==> src/rtl/sprite_line_scheduler_pkg.sv <==
// Shared constants and FSM encoding for the sprite line scheduler.
package sprite_line_scheduler_pkg;

    localparam int SPRITE_W = 16;
    localparam int SPRITE_H = 16;
    localparam int POS_W    = 9;

    typedef enum logic [1:0] {
        ST_IDLE  = 2'd0,
        ST_CLEAR = 2'd1,
        ST_SCAN  = 2'd2,
        ST_DONE  = 2'd3
    } state_t;

endpackage

==> src/rtl/sprite_line_scheduler_slot_render.sv <==
// One slot's column/mirror logic: decides whether this slot lights the
// pixel at the current beam column. The 16-pixel-wide sprite is built
// from an 8-bit row, with the right half being the mirror of the left.
module sprite_slot_render
    import sprite_line_scheduler_pkg::*;
(
    input  logic             valid,
    input  logic [POS_W-1:0] hpos,
    input  logic [POS_W-1:0] slot_x,
    input  logic [7:0]       bits,
    output logic             pixel
);

    logic [POS_W-1:0] col;
    logic             active;

    // Column relative to slot origin wraps mod 512, so sprites straddling
    // the right edge continue at hpos 0.
    always_comb begin
        col    = hpos - slot_x;
        active = valid && (col < POS_W'(SPRITE_W));
        if (!active)
            pixel = 1'b0;
        else if (col[3])
            pixel = bits[~col[2:0]];
        else
            pixel = bits[col[2:0]];
    end

endmodule

==> src/rtl/sprite_line_scheduler.sv <==
// Per-scanline sprite fetch: during horizontal blank, scans all candidate
// sprites for the next line, captures up to NUM_SLOTS bitmap rows, then
// renders them with lowest-slot priority while the beam is visible.
module sprite_line_scheduler
    import sprite_line_scheduler_pkg::*;
#(
    parameter int NUM_SPRITES = 8,
    parameter int NUM_SLOTS   = 4
) (
    input  logic                         clk,
    input  logic                         reset,
    input  logic [8:0]                   hpos,
    input  logic [8:0]                   vpos,
    input  logic                         hsync,
    input  logic                         display_on,
    input  logic [NUM_SPRITES-1:0]       sprite_en,
    input  logic [9*NUM_SPRITES-1:0]     sprite_x,
    input  logic [9*NUM_SPRITES-1:0]     sprite_y,
    output logic [3:0]                   rom_yofs,
    input  logic [7:0]                   rom_bits,
    output logic                         gfx,
    output logic [2:0]                   gfx_id,
    output logic                         overflow,
    output logic                         busy
);

    state_t           state_reg;
    logic             hsync_reg;
    logic             edge_reg;
    logic [2:0]       scan_idx_reg;
    logic [POS_W-1:0] target_reg;
    logic [3:0]       fill_reg;
    logic             overflow_reg;
    logic             busy_reg;
    logic             gfx_reg;
    logic [2:0]       gfx_id_reg;

    logic             slot_valid_reg [NUM_SLOTS];
    logic [7:0]       slot_bits_reg  [NUM_SLOTS];
    logic [POS_W-1:0] slot_x_reg     [NUM_SLOTS];
    logic [2:0]       slot_id_reg    [NUM_SLOTS];
    logic             slot_pix       [NUM_SLOTS];

    logic [POS_W-1:0] spr_x [NUM_SPRITES];
    logic [POS_W-1:0] spr_y [NUM_SPRITES];

    logic [POS_W-1:0] scan_d;
    logic             scan_hit;
    logic             win_found;
    logic [2:0]       win_id;

    genvar gi;

    // Unpack the flat position buses into per-sprite arrays.
    generate
        for (gi = 0; gi < NUM_SPRITES; gi++) begin : g_unpack
            assign spr_x[gi] = sprite_x[POS_W*gi +: POS_W];
            assign spr_y[gi] = sprite_y[POS_W*gi +: POS_W];
        end
    endgenerate

    // Vertical hit test for the sprite under evaluation; the ROM row is
    // addressed bottom-up, so row index is 15 - d.
    always_comb begin
        scan_d   = target_reg - spr_y[scan_idx_reg];
        scan_hit = (state_reg == ST_SCAN) && sprite_en[scan_idx_reg]
                   && (scan_d < POS_W'(SPRITE_H));
        rom_yofs = scan_hit ? (4'(SPRITE_H - 1) - scan_d[3:0]) : 4'd0;
    end

    // Fetch FSM: edge detect, slot clearing, per-sprite scan and slot fill.
    always_ff @(posedge clk) begin
        if (!reset) begin
            state_reg    <= ST_IDLE;
            hsync_reg    <= 1'b0;
            edge_reg     <= 1'b0;
            scan_idx_reg <= '0;
            target_reg   <= '0;
            fill_reg     <= '0;
            overflow_reg <= 1'b0;
            busy_reg     <= 1'b0;
            for (int s = 0; s < NUM_SLOTS; s++) begin
                slot_valid_reg[s] <= 1'b0;
                slot_bits_reg[s]  <= '0;
                slot_x_reg[s]     <= '0;
                slot_id_reg[s]    <= '0;
            end
        end else begin
            hsync_reg <= hsync;
            edge_reg  <= hsync & ~hsync_reg;
            case (state_reg)
                ST_IDLE: begin
                    // Edges seen while a fetch runs never reach here.
                    if (edge_reg) begin
                        state_reg  <= ST_CLEAR;
                        target_reg <= vpos + 9'd1;
                        busy_reg   <= 1'b1;
                    end
                end
                ST_CLEAR: begin
                    for (int s = 0; s < NUM_SLOTS; s++)
                        slot_valid_reg[s] <= 1'b0;
                    fill_reg     <= '0;
                    overflow_reg <= 1'b0;
                    scan_idx_reg <= '0;
                    state_reg    <= ST_SCAN;
                end
                ST_SCAN: begin
                    if (scan_hit) begin
                        if (fill_reg < 4'(NUM_SLOTS)) begin
                            for (int s = 0; s < NUM_SLOTS; s++) begin
                                if (fill_reg == 4'(s)) begin
                                    slot_valid_reg[s] <= 1'b1;
                                    slot_bits_reg[s]  <= rom_bits;
                                    slot_x_reg[s]     <= spr_x[scan_idx_reg];
                                    slot_id_reg[s]    <= scan_idx_reg;
                                end
                            end
                            fill_reg <= fill_reg + 4'd1;
                        end else begin
                            overflow_reg <= 1'b1;
                        end
                    end
                    if (scan_idx_reg == 3'(NUM_SPRITES - 1))
                        state_reg <= ST_DONE;
                    else
                        scan_idx_reg <= scan_idx_reg + 3'd1;
                end
                ST_DONE: begin
                    state_reg <= ST_IDLE;
                    busy_reg  <= 1'b0;
                end
                default: begin
                    state_reg <= ST_IDLE;
                    busy_reg  <= 1'b0;
                end
            endcase
        end
    end

    // One render unit per slot.
    generate
        for (gi = 0; gi < NUM_SLOTS; gi++) begin : g_slot
            sprite_slot_render u_render (
                .valid  (slot_valid_reg[gi]),
                .hpos   (hpos),
                .slot_x (slot_x_reg[gi]),
                .bits   (slot_bits_reg[gi]),
                .pixel  (slot_pix[gi])
            );
        end
    endgenerate

    // Priority select: scanning from the top down leaves the lowest slot.
    always_comb begin
        win_found = 1'b0;
        win_id    = 3'd0;
        for (int s = NUM_SLOTS - 1; s >= 0; s--) begin
            if (slot_pix[s]) begin
                win_found = 1'b1;
                win_id    = slot_id_reg[s];
            end
        end
    end

    // Registered pixel output, one cycle behind hpos.
    always_ff @(posedge clk) begin
        if (!reset) begin
            gfx_reg    <= 1'b0;
            gfx_id_reg <= 3'd0;
        end else begin
            gfx_reg    <= display_on && win_found;
            gfx_id_reg <= (display_on && win_found) ? win_id : 3'd0;
        end
    end

    assign gfx      = gfx_reg;
    assign gfx_id   = gfx_id_reg;
    assign overflow = overflow_reg;
    assign busy     = busy_reg;

endmodule
==> config.mk <==
export PLATFORM = sky130hd
export DESIGN_NAME = sprite_line_scheduler
export DESIGN_NICKNAME = d
export VERILOG_FILES = /design/src/rtl/sprite_line_scheduler_pkg.sv /design/src/rtl/sprite_line_scheduler_slot_render.sv /design/src/rtl/sprite_line_scheduler.sv
export SDC_FILE = /design/constraint.sdc
export NUM_CORES = 1
export LEC_CHECK = 0
export CAP_MARGIN = 20
export CELL_PAD_IN_SITES_DETAIL_PLACEMENT = 1
export CELL_PAD_IN_SITES_GLOBAL_PLACEMENT = 1
export CORE_AREA = 2 2 147 149
export CTS_CLUSTER_DIAMETER = 120
export DETAILED_ROUTE_END_ITERATION = 10
export DIE_AREA = 0 0 149 151
export PLACE_DENSITY_LB_ADDON = 0.1
export SLEW_MARGIN = 30
export SYNTH_ARGS = -nofsm -noshare
export SYNTH_HDL_FRONTEND = slang
export SYNTH_HIERARCHICAL = 1
export SYNTH_SLANG_ARGS = --single-unit
==> constraint.sdc <==
create_clock -name clk -period 11.25 [get_ports clk]
set_clock_uncertainty 0.1 [all_clocks]
set_input_delay 3.375 -clock clk [delete_from_list [all_inputs] [get_ports clk]]
set_output_delay 3.375 -clock clk [all_outputs]
set_load 0.05 [all_outputs]
# Word level (Yosys, flattened, before mapping)
# Memories as Yosys holds them, arrays and structs flattened.
# Cells that the tools add are included.
# totals
wordCells	199
mem_bits_rw	84
reg_bits	26
input_bits	182
mem_count	4
output_inout_bits	10
# classes
n_eq_ne	13
n_addsub	9
muxes	102
n_lt_le_gt_ge	16
bitwise_logic	27
reduce_logical	18
# memory_table
name	depth	width	read_ports	rd_clocked_by_memory_dff	wr	line_no	rtl
slot_x_reg	4	9	4	0	4	sprite_line_scheduler.sv:40	logic [POS_W-1:0] slot_x_reg [NUM_SLOTS];
slot_bits_reg	4	8	4	0	4	sprite_line_scheduler.sv:39	logic [7:0] slot_bits_reg [NUM_SLOTS];
slot_id_reg	4	3	4	0	4	sprite_line_scheduler.sv:41	logic [2:0] slot_id_reg [NUM_SLOTS];
slot_valid_reg	4	1	4	0	4	sprite_line_scheduler.sv:38	logic slot_valid_reg [NUM_SLOTS];
# ops
op	n
9-bit 2-to-1 mux	8
1-bit 2-to-1 mux	60
9-bit binary-select mux with 3-bit select	2
9-bit by 5-bit < comparator with 1-bit output (second input constant)	5
9-bit subtractor	5
3-bit by 4-bit < comparator with 1-bit output (second input constant)	9
8-bit 2-to-1 mux	4
1-bit binary-select mux with 3-bit select	9
3-bit 2-to-1 mux	9
1-bit bitwise OR	20
4-bit 2-to-1 mux	3
3-bit inverter	4
2-bit AND reduction	5
9-bit by 1-bit adder with 9-bit output (second input constant)	1
4-bit by 2-bit equality test with 1-bit output (second input constant)	2
2-bit inequality test (second input constant)	4
2-bit case mux with 4 select lines	1
4-bit case mux with 2 select lines	1
1-bit logical AND	7
3-bit case mux with 2 select lines	1
3-bit AND reduction	2
4-bit by 1-bit adder with 4-bit output (second input constant)	1
2-bit equality test (second input constant)	2
4-bit by 1-bit equality test with 1-bit output (second input constant)	1
15 further kinds	19

# Logic depth before layout (Yosys ltp)
# logic_depth
word_depth	12
ltp_mapped	16
depth_no_buf	16

# By module
# The synthesis kept the hierarchy.
# modules_own_cells
mod	n_inst	area_per_inst_um2	cells_each
sprite_line_scheduler	1	5980.7	477
sprite_slot_render at g_slot[2].u_render ...	2	565.5	67
sprite_slot_render at g_slot[1].u_render	1	584.3	70
sprite_slot_render at g_slot[0].u_render	1	566.8	62

# Worst setup path before layout
# OpenSTA, ideal clock, no wires.
# synth_timing
path_kind	input to output
startpoint	in sprite_y[63]
endpoint	out rom_yofs[2]
path_stages	11
arrival_time_ps	7640
slack_ps	135
cell_sequence	mux4_2 -> mux2_2 -> ha_1 -> fa_1 -> nand2b_1 -> a21o_1 -> and3_1 -> or4_4 -> a2111oi_4 -> buf_2 -> a21boi_0
# synth_via
elab_chain_len	7
# synth_rtl
element	line_no	rtl
from (decl)	sprite_line_scheduler.sv:18	input logic [9*NUM_SPRITES-1:0] sprite_y,
9-bit binary-select mux with 3-bit select (*)	sprite_line_scheduler.sv:65	scan_d = target_reg - spr_y[scan_idx_reg];
9-bit 2-to-1 mux (not written as such) (*) (2 in a row)	sprite_line_scheduler.sv:65	
9-bit subtractor (*)	sprite_line_scheduler.sv:65	
9-bit by 5-bit < comparator with 1-bit output	sprite_line_scheduler.sv:67	&& (scan_d < POS_W'(SPRITE_H));
1-bit logical AND	sprite_line_scheduler.sv:67	
4-bit 2-to-1 mux (*)	sprite_line_scheduler.sv:68	rom_yofs = scan_hit ? (4'(SPRITE_H - 1) - scan_d[3:0]) : 4'd0;
to (decl)	sprite_line_scheduler.sv:19	output logic [3:0] rom_yofs,
# Mark *: on every way between the ends. The rest lies on a longest branch, timed or not. The select of a mux whose other input is x is not followed.

# Worst setup path in the final report
# layout_timing
startpoint	in sprite_y[18]
endpoint	out rom_yofs[2]
# Same word-level chain as after synthesis.

==> out/qor.txt <==
final slew viol count = 0
Worst-Margin Slew = 0.8413 ns
number of standard cells in the layout, taps in and fillers out = 1,200
Net Sw Frac = 31.23%
storage element area = 3015 µm²
number of cell rows = 53
endpoint type of the worst setup path = output pin
Pint = 0.0008176 W
WL per Instance = 21.05 µm
Gate power share = 34.4%
Port-buffer cells = 191
run status = completed
library cell used as clock root buffer = clkbuf_16
top library cells by usage in the layout, fill and taps aside = clkdlybuf4s50_1 (187), edfxtp_1 (81), inv_1 (67)
required time at the endpoint of the critical path = 7.78 ns
clock tree from TritonCTS = built
largest net degree at the start of global routing = 47
synth-to-layout area growth = 30.38%
maximum frequency from static timing analysis = 92.20 MHz
number of levels the H-tree was split into = 3
launching point of the worst reg2reg path = scan_idx_reg[0]
Post-Syn Area = 8263 µm²
initial cell density of the core = 39.68%
final net count = 1,158
count of TritonRoute iterations in the first routing pass = 5
overall routing resource usage = 22.94%
worst hold path type = reg -> reg
total congestion overflow = 0
power dissipated by switching net loads = 0.0003712 W
count of yosys warnings during synthesis = 6
number of instances resized during post-cts repair = 0
final clock period utilization by the worst path = 96.41%
Worst Hold Endpoint = edge_reg
power share of the sequential group = 39.4%
FF-to-FF path depth = 14
1st-iter DRT viols = 300
antenna fix cells = 0
count of cell types in the netlist = 70
Critical Path Source Type = input pin
average cell area after synthesis = 11.12 µm²
Total Negative Setup Slacks = 0 ns
Die H = 151 µm
PwrDens = 110.4 nW/µm²
Remaining DRCs = 0
core box area = 20,820 µm²
combined area of the multi-input logic cells = 4863 µm²
vias per std cell = 5.548
number of cells in the design after placement = 1,183
count of vias placed by the detailed router = 6,658
net count after synthesis = 981
half-perimeter wire length after placement = 20,860 µm
buffers inserted by post-CTS timing repair = 0
RSZ-0062 raised after global routing = false
source of the worst hold timing path = hsync_reg
Min Clock Period, post-route = 10.85 ns
flip-flop count of the largest register after layout = 36
critical register-to-register path endpoint = slot_bits_reg[3][7]
maximum root-to-sink buffer count = 2
share of final-layout standard cells stronger than drive strength 1 = 10.70%
Fillers = 2,265
hold-fix buffer count after cts = 0
clock group share of total power = 26.2%
worst ir drop on vdd = 0.05823 mV
sequential fraction of the synthesis area = 36.46%
Reg clk slew, reported paths = 0.08 ns
post-detailed-route count of antenna-violating nets = 0
final count of negative-setup-slack endpoints = 0
ports placed on the boundary = 192
share of synthesized registers carrying an async set or reset = 0%
number of instances on the worst hold path = 1
total clock buffers created by CTS = 9
final hold violation count = 0
Most used DFF post-synth = edfxtp_1
Post-Synthesis Cells = 743
die area = 22,500 µm²
Arr. time, crit path = 7.37 ns
CTS sink count = 110
type of the setup path with the least slack = in -> out
wire length of the first global-routing pass = 39,210 µm
Leak = 4.214 nW
worst relative slew slack = 43.78%
routability congestion estimate = 0.8787
total of flip-flops plus latches after synthesis = 110
number of synthesized flops with an enable pin = 81
clock latency of the later-clocked register in the worst-skew pair = 0.36 ns
overall die width = 149 µm
setup slack, reg-to-reg = 5.70 ns
number of global-route vias before repair = 7,397
total routed wirelength = 25,260 µm
number of maximum-capacitance constraint violations = 0
most common library cell in the layout ignoring fill and taps = clkdlybuf4s50_1
worst hold slack after final layout = 0.2855 ns
initial antenna violation count = 0
Worst Path Max Fanout = 5
==> layer usage <==
layer	up-vias	part of all wire (%)	track usage [%]	wire, µm
li1	3144	-	-	-
met1	3287	42	27.73	10490
met2	193	51	40.92	13000
met3	34	4.7	4.458	1188
met4	0	2.3	7.952	579
met5	-	0	0	0
==> critical path, cell delays in order <==
cell	delay, ns
clkdlybuf4s50_1	0.45
mux4_2	0.48
mux2_2	0.27
ha_1	0.22
fa_1	0.38
nand2b_1	0.21
a21o_1	0.23
and3_1	0.19
or4_4	0.52
a2111oi_4	0.45
a21boi_0	0.40
buf_12	0.19
==> area by class of cell <==
| class | count | share of cell area [%] |
|---|---|---|
| Tap cell | 275 | 3.194 |
| Multi-Input combinational cell | 533 | 45.15 |
| Timing Repair Buffer | 197 | 18.65 |
| Clock buffer | 9 | 2.091 |
| Clock inverter | 7 | 0.5226 |
| Sequential cell | 110 | 27.99 |
| Inverter | 69 | 2.404 |
==> cells in the mapped netlist, drive strengths merged, types with 18 or more instances <==
library cell,n,area share [%]
edfxtp,81,29
mux2i,43,5.2
nand3,24,1.6
clkbuf,20,0.95
ha,51,7.7
xnor2,20,2.4
nand2,39,1.8
dfxtp,29,7.0
and3,28,2.1
inv,69,3.1
mux4,51,14
and2,18,1.4
a21oi,22,1.4
nor2,63,2.9
==> power by group through the flow <==
stage	Sequential, W	Combinational (W)	Clock (W)
2_1_floorplan	0.000472	0.000264	0
3_3_place_gp	0.000484	0.000380	0
3_5_place_dp	0.000487	0.000400	0
4_1_cts	0.000477	0.000402	0.000319
5_1_grt	0.000472	0.000447	0.000332
6_report	0.000469	0.000409	0.000312
==> how the worst max path moves through the flow <==
| stage | startpoint | to | slack (ns) | cells past startpoint |
|---|---|---|---|---|
| after global placement | sprite_y[18] | rom_yofs[2] | 0.50 | 12 |
| final | sprite_y[18] | rom_yofs[2] | 0.40 | 12 |
| after CTS | sprite_y[18] | rom_yofs[2] | 0.38 | 12 |
| after global routing | sprite_y[18] | rom_yofs[2] | 0.21 | 12 |
| after floorplan | sprite_y[63] | rom_yofs[2] | 0.14 | 11 |
| after detailed placement | sprite_y[18] | rom_yofs[2] | 0.40 | 12 |
==> logic make-up after synthesis <==
logic type	share of synthesized area, %
AOI/OAI and AO/OA	10.09
xor gates and xnor gates	3.347
adders and majority gates	8.934
buffers and inverters	4.785
DFF	36.46
muxes	20.38
and+or+nand+nor	16.01
==> metrics by stage <==
stage | cell area, µm² | utilization, % | total power [W] | worst slack (ns)
2_1_floorplan | 8263 | - | 0.0007360 | 0.1354
3_3_place_gp | 10460 | 50.25 | 0.0008639 | 0.4958
3_5_place_dp | 10460 | 50.25 | 0.0008862 | 0.4017
4_1_cts | 10740 | 51.60 | 0.001198 | 0.3772
5_1_grt | 10770 | 51.74 | 0.001250 | 0.2139
6_report | 10770 | 51.74 | 0.001189 | 0.4038
Power figures use the tool's default switching activity.
